### src/rtl/ldpc_bf_decoder_if.sv
// Request/result streaming bundle for the (16,8) LDPC bit-flipping codec.
// The master drives requests and consumes results; the codec is the slave.
interface ldpc_bf_decoder_if #(
  parameter int ITER_W = 4
);
  logic              in_valid;
  logic              in_ready;
  logic              in_encode;
  logic [7:0]        in_data;
  logic [15:0]       in_codeword;
  logic [ITER_W-1:0] cfg_max_iter;
  logic              cfg_mode;
  logic [2:0]        cfg_threshold;
  logic              out_valid;
  logic              out_ready;
  logic [15:0]       out_codeword;
  logic [7:0]        out_data;
  logic [ITER_W-1:0] out_iter;
  logic              out_corrected;
  logic              out_uncorrectable;

  modport master (
    output in_valid, in_encode, in_data, in_codeword,
    output cfg_max_iter, cfg_mode, cfg_threshold, out_ready,
    input  in_ready, out_valid, out_codeword, out_data,
    input  out_iter, out_corrected, out_uncorrectable
  );

  modport slave (
    input  in_valid, in_encode, in_data, in_codeword,
    input  cfg_max_iter, cfg_mode, cfg_threshold, out_ready,
    output in_ready, out_valid, out_codeword, out_data,
    output out_iter, out_corrected, out_uncorrectable
  );
endinterface

### src/rtl/ldpc_bf_decoder.sv
// (16,8) LDPC encoder and iterative hard-decision bit-flipping decoder,
// one flip iteration per cycle, with early termination and output backpressure.
module ldpc_bf_decoder #(
  parameter int MAX_ITER_LIMIT = 15,
  parameter int ITER_W         = 4
) (
  input  logic               clk,
  input  logic               rst_n,
  ldpc_bf_decoder_if.slave   bus
);

  localparam logic [1:0] S_IDLE = 2'd0;
  localparam logic [1:0] S_ITER = 2'd1;
  localparam logic [1:0] S_OUT  = 2'd2;

  localparam logic [ITER_W-1:0] LIMIT_MAX = ITER_W'(MAX_ITER_LIMIT);

  logic [1:0]        r_state;
  logic              r_in_ready;
  logic [15:0]       r_word;
  logic [15:0]       r_rcv;
  logic [ITER_W-1:0] r_iter;
  logic [ITER_W-1:0] r_limit;
  logic              r_mode;
  logic [2:0]        r_thr;
  logic              r_corrected;
  logic              r_uncorr;

  logic [1:0]        w_next;
  logic              w_accept;
  logic [7:0]        w_syn;
  logic [2:0]        w_vote [16];
  logic [2:0]        w_max;
  logic [15:0]       w_mask;

  function automatic logic [7:0] f_parity(input logic [7:0] u);
    logic [7:0] p;
    p[0] = u[0] ^ u[1] ^ u[2] ^ u[3];
    p[1] = u[0] ^ u[1] ^ u[4] ^ u[5];
    p[2] = u[0] ^ u[2] ^ u[4] ^ u[6];
    p[3] = u[0] ^ u[3] ^ u[4] ^ u[7];
    p[4] = u[1] ^ u[2] ^ u[5] ^ u[6];
    p[5] = u[1] ^ u[3] ^ u[5] ^ u[7];
    p[6] = u[2] ^ u[3] ^ u[6] ^ u[7];
    p[7] = u[0] ^ u[1] ^ u[2] ^ u[4] ^ u[6];
    return p;
  endfunction

  // in_ready is registered from the next state so it is low throughout reset.
  assign w_accept = bus.in_valid && r_in_ready;
  assign w_syn    = f_parity(r_word[7:0]) ^ r_word[15:8];

  // Each data bit's vote is the number of unsatisfied checks it takes part in.
  assign w_vote[0] = 3'(w_syn[0]) + 3'(w_syn[1]) + 3'(w_syn[2]) + 3'(w_syn[3]) + 3'(w_syn[7]);
  assign w_vote[1] = 3'(w_syn[0]) + 3'(w_syn[1]) + 3'(w_syn[4]) + 3'(w_syn[5]) + 3'(w_syn[7]);
  assign w_vote[2] = 3'(w_syn[0]) + 3'(w_syn[2]) + 3'(w_syn[4]) + 3'(w_syn[6]) + 3'(w_syn[7]);
  assign w_vote[3] = 3'(w_syn[0]) + 3'(w_syn[3]) + 3'(w_syn[5]) + 3'(w_syn[6]);
  assign w_vote[4] = 3'(w_syn[1]) + 3'(w_syn[2]) + 3'(w_syn[3]) + 3'(w_syn[7]);
  assign w_vote[5] = 3'(w_syn[1]) + 3'(w_syn[4]) + 3'(w_syn[5]);
  assign w_vote[6] = 3'(w_syn[2]) + 3'(w_syn[4]) + 3'(w_syn[6]) + 3'(w_syn[7]);
  assign w_vote[7] = 3'(w_syn[3]) + 3'(w_syn[5]) + 3'(w_syn[6]);
  for (genvar k = 0; k < 8; k++) begin : g_pvote
    assign w_vote[8+k] = 3'(w_syn[k]);
  end

  always_comb begin
    // NOTE: every always_comb output gets a default first so no path infers a latch.
    w_max  = '0;
    w_mask = '0;
    for (int i = 0; i < 16; i++) begin
      if (w_vote[i] > w_max) w_max = w_vote[i];
    end
    for (int i = 0; i < 16; i++) begin
      w_mask[i] = r_mode ? (w_vote[i] >= r_thr)
                         : ((w_max != 3'd0) && (w_vote[i] == w_max));
    end
  end

  always_comb begin
    w_next = r_state;
    case (r_state)
      S_IDLE: if (w_accept) w_next = bus.in_encode ? S_OUT : S_ITER;
      S_ITER: if ((w_syn == 8'd0) || (r_iter == r_limit)) w_next = S_OUT;
      S_OUT:  if (bus.out_ready) w_next = S_IDLE;
      default: w_next = S_IDLE;
    endcase
  end

  // NOTE: state registers use non-blocking assignments so all of them update together at the edge.
  always_ff @(posedge clk) begin
    if (!rst_n) begin
      r_state     <= S_IDLE;
      r_in_ready  <= 1'b0;
      r_word      <= '0;
      r_rcv       <= '0;
      r_iter      <= '0;
      r_limit     <= '0;
      r_mode      <= 1'b0;
      r_thr       <= '0;
      r_corrected <= 1'b0;
      r_uncorr    <= 1'b0;
    end else begin
      r_state    <= w_next;
      r_in_ready <= (w_next == S_IDLE);
      case (r_state)
        S_IDLE: if (w_accept) begin
          r_iter      <= '0;
          r_corrected <= 1'b0;
          r_uncorr    <= 1'b0;
          if (bus.in_encode) begin
            r_word <= {f_parity(bus.in_data), bus.in_data};
          end else begin
            r_word  <= bus.in_codeword;
            r_rcv   <= bus.in_codeword;
            r_limit <= (bus.cfg_max_iter > LIMIT_MAX) ? LIMIT_MAX : bus.cfg_max_iter;
            r_mode  <= bus.cfg_mode;
            r_thr   <= (bus.cfg_threshold == 3'd0) ? 3'd1 : bus.cfg_threshold;
          end
        end
        S_ITER: begin
          if (w_syn == 8'd0) begin
            r_corrected <= (r_word != r_rcv);
          end else if (r_iter == r_limit) begin
            r_uncorr <= 1'b1;
          end else begin
            r_word <= r_word ^ w_mask;
            r_iter <= r_iter + 1'b1;
          end
        end
        default: ;
      endcase
    end
  end

  assign bus.in_ready          = r_in_ready;
  assign bus.out_valid         = (r_state == S_OUT);
  assign bus.out_codeword      = r_word;
  assign bus.out_data          = r_word[7:0];
  assign bus.out_iter          = r_iter;
  assign bus.out_corrected     = r_corrected;
  assign bus.out_uncorrectable = r_uncorr;

endmodule

### src/flat_wrapper.sv
// flat-port wrapper written by rule: the top's interface ports become plain ports
module ldpc_bf_decoder_flat 
#(
  parameter int MAX_ITER_LIMIT = 15,
  parameter int ITER_W         = 4
)
  (clk, rst_n, bus_in_valid, bus_in_encode, bus_in_data, bus_in_codeword, bus_cfg_max_iter, bus_cfg_mode, bus_cfg_threshold, bus_out_ready, bus_in_ready, bus_out_valid, bus_out_codeword, bus_out_data, bus_out_iter, bus_out_corrected, bus_out_uncorrectable);
  ldpc_bf_decoder_if #(.ITER_W(ITER_W)) bus_i ();
  input  logic clk;
  input  logic rst_n;
  input wire logic [$bits(bus_i.in_valid)-1:0] bus_in_valid;
  input wire logic [$bits(bus_i.in_encode)-1:0] bus_in_encode;
  input wire logic [$bits(bus_i.in_data)-1:0] bus_in_data;
  input wire logic [$bits(bus_i.in_codeword)-1:0] bus_in_codeword;
  input wire logic [$bits(bus_i.cfg_max_iter)-1:0] bus_cfg_max_iter;
  input wire logic [$bits(bus_i.cfg_mode)-1:0] bus_cfg_mode;
  input wire logic [$bits(bus_i.cfg_threshold)-1:0] bus_cfg_threshold;
  input wire logic [$bits(bus_i.out_ready)-1:0] bus_out_ready;
  output wire logic [$bits(bus_i.in_ready)-1:0] bus_in_ready;
  output wire logic [$bits(bus_i.out_valid)-1:0] bus_out_valid;
  output wire logic [$bits(bus_i.out_codeword)-1:0] bus_out_codeword;
  output wire logic [$bits(bus_i.out_data)-1:0] bus_out_data;
  output wire logic [$bits(bus_i.out_iter)-1:0] bus_out_iter;
  output wire logic [$bits(bus_i.out_corrected)-1:0] bus_out_corrected;
  output wire logic [$bits(bus_i.out_uncorrectable)-1:0] bus_out_uncorrectable;
  assign bus_i.in_valid = bus_in_valid;
  assign bus_i.in_encode = bus_in_encode;
  assign bus_i.in_data = bus_in_data;
  assign bus_i.in_codeword = bus_in_codeword;
  assign bus_i.cfg_max_iter = bus_cfg_max_iter;
  assign bus_i.cfg_mode = bus_cfg_mode;
  assign bus_i.cfg_threshold = bus_cfg_threshold;
  assign bus_i.out_ready = bus_out_ready;
  assign bus_in_ready = bus_i.in_ready;
  assign bus_out_valid = bus_i.out_valid;
  assign bus_out_codeword = bus_i.out_codeword;
  assign bus_out_data = bus_i.out_data;
  assign bus_out_iter = bus_i.out_iter;
  assign bus_out_corrected = bus_i.out_corrected;
  assign bus_out_uncorrectable = bus_i.out_uncorrectable;
  ldpc_bf_decoder #(.MAX_ITER_LIMIT(MAX_ITER_LIMIT), .ITER_W(ITER_W)) u_core (.clk(clk), .rst_n(rst_n), .bus(bus_i));
endmodule
### config.mk
export PLATFORM = sky130hd
export DESIGN_NAME = ldpc_bf_decoder_flat
export DESIGN_NICKNAME = d
export VERILOG_FILES = /design/src/rtl/ldpc_bf_decoder_if.sv /design/src/rtl/ldpc_bf_decoder.sv /design/src/flat_wrapper.sv
export SDC_FILE = /design/constraint.sdc
export NUM_CORES = 1
export LEC_CHECK = 0
export BUFFER_PORTS_ARGS = -buffer_cell sky130_fd_sc_hd__buf_4
export CORE_MARGIN = 5
export CORE_UTILIZATION = 35
export DETAILED_ROUTE_END_ITERATION = 7
export GPL_TIMING_DRIVEN = 0
export PLACE_DENSITY_LB_ADDON = 0.08
export SYNTH_ARGS = -nofsm -noshare
export SYNTH_HDL_FRONTEND = slang
export SYNTH_SLANG_ARGS = --single-unit
### constraint.sdc
create_clock -name clk -period 19.59 [get_ports clk]
set_input_delay 2.9385 -clock clk [delete_from_list [all_inputs] [get_ports clk]]
set_output_delay 2.9385 -clock clk [all_outputs]
set_load 0.03 [all_outputs]
==> results.txt <==
----------------------------------------------------
[Synthesis]
  Yosys cell types ... between 90 and 100
  Average footprint of a synthesized cell ... around 8.4 um^2
  Sequential fraction of the synthesis area ... 0.148
  Net count after synthesis ... about 900
  Synthesized instance count ... around 790
  Number of warnings reported in the yosys synthesis log ... 0
  Share of async-settable or async-resettable flops after synthesis ... 0
  Dominant synthesized flop cell ... dfxtp_1
  Mapped cell area ... ~6600 um^2
  Flop and latch count out of synthesis ... slightly below 50
  Number of enable-type register cells in the synthesized netlist ... 0

[Critical path]
  CP required ... between 15 and 20 ns
  Data arrival time of the critical path ... 19.13 ns
  Critical Path Start ... u_core.bus.out_codeword[1]
  Reg-to-Reg Start ... u_core.bus.out_codeword[1]
  Critical Path Sink ... u_core.bus.out_codeword[2]
  End of the worst register-to-register path ... u_core.bus.out_codeword[2]
  Type of the worst setup path ... reg2reg
  CP peak stage delay ... approximately 0.52 ns
  Cell type of the slowest stage on the worst timing path ... fa_1
  Top fanout value on the critical path ... 8
  Most repeated library cell on the critical path ... ha_1
  Worst R2R Path Depth ... 96
  Register-to-register setup slack ... between 0.6 and 0.7 ns
  Critical path capture point type ... flip-flop
  Critical Path Source Type ... flip-flop

[CTS]
  Total clock buffers created by CTS ... 5
  CTS tree ... built
  Number of H-tree levels ... 2
  Cts-stage hold buffer count ... 0
  Root Driver ... clkbuf_16
  Clock tree buffer depth ... 2
  Clock latency at the later pin of the worst-skew pair ... 0.30 ns
  CTS clk-pin slew, worst paths ... about 0.070 ns
  Number of sinks driven by the clock tree ... 49

[Floorplan]
  DIE AREA ... 21800 um^2
  Die Ht ... ~150 um
  Initial standard-cell utilization of the core ... 0.354
  Core Area ... ~19000 um^2
  Number of standard-cell rows in the floorplan ... 50
  Number of primary I/O pins ... 69
  Horiz. Die Dim ... about 150 um

[Global routing]
  Number of global-route vias before repair ... ~6500
  GRT overflow ... 0
  Global-route wire length before repair ... 36000 um
  Antenna violations before repair ... 0
  All-Layer GR Usage ... 0.206
  Pin count of the biggest net entering global routing ... 18

[Timing]
  Final worst slack ... between 0.6 and 0.7 ns
  Pins over their slew limit ... 0
  Max Freq ... about 53 MHz
  Share of the clock period used by the worst path ... 0.968
  Setup-violating endpoint count in the final report ... 0
  Total Negative Setup Slacks ... 0 ns
  Setup Skew ... 0.00466 ns
  Count of endpoints failing hold in the final timing report ... 0
  Max-Slew Margin vs Limit ... 0.369
  Shortest period the worst path allows ... 18.97 ns
  Actual transition at the worst max-transition pin ... 0.945 ns

[Finish]
  Commonest cells after routing, fill and taps aside ... buf_4 (126), nand2_1 (79), ha_1 (72), inv_1 (45), dfxtp_1 (42)
  Proportion of layout cells with a drive suffix above 1 ... 0.309
  Post-Layout Inst Area ... ~8600 um^2
  Synth-to-layout area growth ... 29.7%
  Leading cell type in the layout, fill and taps excluded ... buf_4
  Fin util ... 0.459
  Final Net Count ... ~1000
  Filler cell count in the final layout ... between 1500 and 2000
  Antenna Diode Count ... 0

[Status]
  Outcome ... completed

[Route]
  Detail-routed via count per cell ... between 5 and 6
  Via count ... ~6400
  DRC Markers ... 0
  Count of TritonRoute iterations in the first routing pass ... 5
  Wirelength, routed ... 23100 um
  Antenna violation net count after detailed routing ... 0
  Post-DR wirelength/cell ... just over 20 um
  DR iter-0 viols ... ~320

[Placement]
  Placement-stage cell area ... around 7400 um^2
  Worst setup timing slack at the placement stage ... -2.71 ns
  Final weighted congestion in routability-driven placement ... 0.888
  Buffers on Ports ... 67
  Final HPWL from detailed placement ... 17900 um

[Job]
  Max-cap viol count ... 0

[Min path]
  Class of the most critical hold timing path ... reg2reg

----------------------------------------------------
[cell usage after synthesis (all sizes together) (13+ instances only)]
cell type   n  area share
nand2      82       0.046
ha         79        0.15
xor2       28       0.038
inv        52       0.029
a31oi      21       0.024
a21boi     24       0.027
a21oi      37       0.030
buf        26       0.030
xnor2      35       0.051
nor2b      13       0.012
nor3       17       0.014
dfxtp      49        0.15
o211ai     19       0.025
o21ai      30       0.023
and3       13       0.012
nor2       41       0.024
clkbuf     22       0.012
mux2i      17       0.026
[state kept, by name, summed over array words and instances (netlist names)]
register,count
u_core.bus.in_ready,1
u_core.r_limit,4
u_core.r_mode,1
u_core.bus.out_iter,4
u_core.bus.out_corrected,1
u_core.r_thr,3
u_core.r_rcv,16
u_core.bus.out_codeword,16
u_core.bus.out_uncorrectable,1
u_core.r_state,2
[worst min-delay path by stage]
stage / cells past startpoint / to / from / slack, ns
final: 2 / u_core.r_thr[2] / u_core.r_thr[2] / 0.47
after floorplan: 2 / u_core.r_thr[2] / u_core.r_thr[2] / 0.44
after global placement: 2 / u_core.r_rcv[7] / u_core.r_rcv[7] / 0.46
after CTS: 2 / u_core.r_rcv[4] / u_core.r_rcv[4] / 0.47
after detailed placement: 2 / u_core.r_rcv[4] / u_core.r_rcv[4] / 0.46
after global routing: 2 / u_core.r_rcv[7] / u_core.r_rcv[7] / 0.49
[cells by family (layout without fill, tap and decap cells)]
group | after synthesis | after routing | synth area share
xor gates and xnor gates | 70 | 70 | 0.113
AOI/OAI and AO/OA | 214 | 214 | 0.254
buffers and inverters | 101 | 226 | 0.0731
muxes | 19 | 19 | 0.0296
DFF | 49 | 49 | 0.148
and+or+nand+nor | 249 | 249 | 0.200
adders and majority gates | 90 | 90 | 0.182
[critical path, delay by kind of cell, from the launching register on]
kind | cells | cell delay (ns)
compound gates | 26 | 4.84
xor+xnor | 2 | 0.71
fa+ha+maj | 19 | 5.60
buf+inv | 15 | 1.49
flops | 1 | 0.37
mux | 4 | 1.01
simple gates | 30 | 4.77
[area by class of cell]
type / instances / area, um^2 / share of cell area
Clock buffer: 5 / 125 / 0.0146
Tap cell: 234 / 293 / 0.0341
Buffer: 47 / 312 / 0.0363
Multi-Input combinational cell: 642 / 5730 / 0.667
Clock inverter: 3 / 21.3 / 0.00248
Inverter: 52 / 200 / 0.0233
Sequential cell: 49 / 997 / 0.116
Timing Repair Buffer: 119 / 917 / 0.107
[per-stage QoR]
step	cells	hold WS [ns]
2_1_floorplan	792	0.443
3_3_place_gp	1093	0.457
3_5_place_dp	1093	0.464
4_1_cts	1123	0.474
5_1_grt	1151	0.488
6_report	1151	0.468
[metal layers]
layer  vias to the layer above  track usage  share of wire
met1                      3106        0.271           0.46
met3                        39       0.0202          0.036
li1                       3124            -              -
met2                       177        0.356           0.48
met4                         0       0.0615          0.027
met5                         -            0              0
[timing repair]
| action | CTS | global route |
|---|---|---|
| hold endpoints to repair | 0 | 0 |
| endpoints found under the setup margin | 16 | 16 |
| gates resized for setup | 76 | 48 |
| setup buffers | 24 | 28 |
| pin swaps | 20 | 43 |
Power is left out: the tool's default activity adds up to more than one toggle a clock period on the data nets, which glitch-free logic cannot reach.
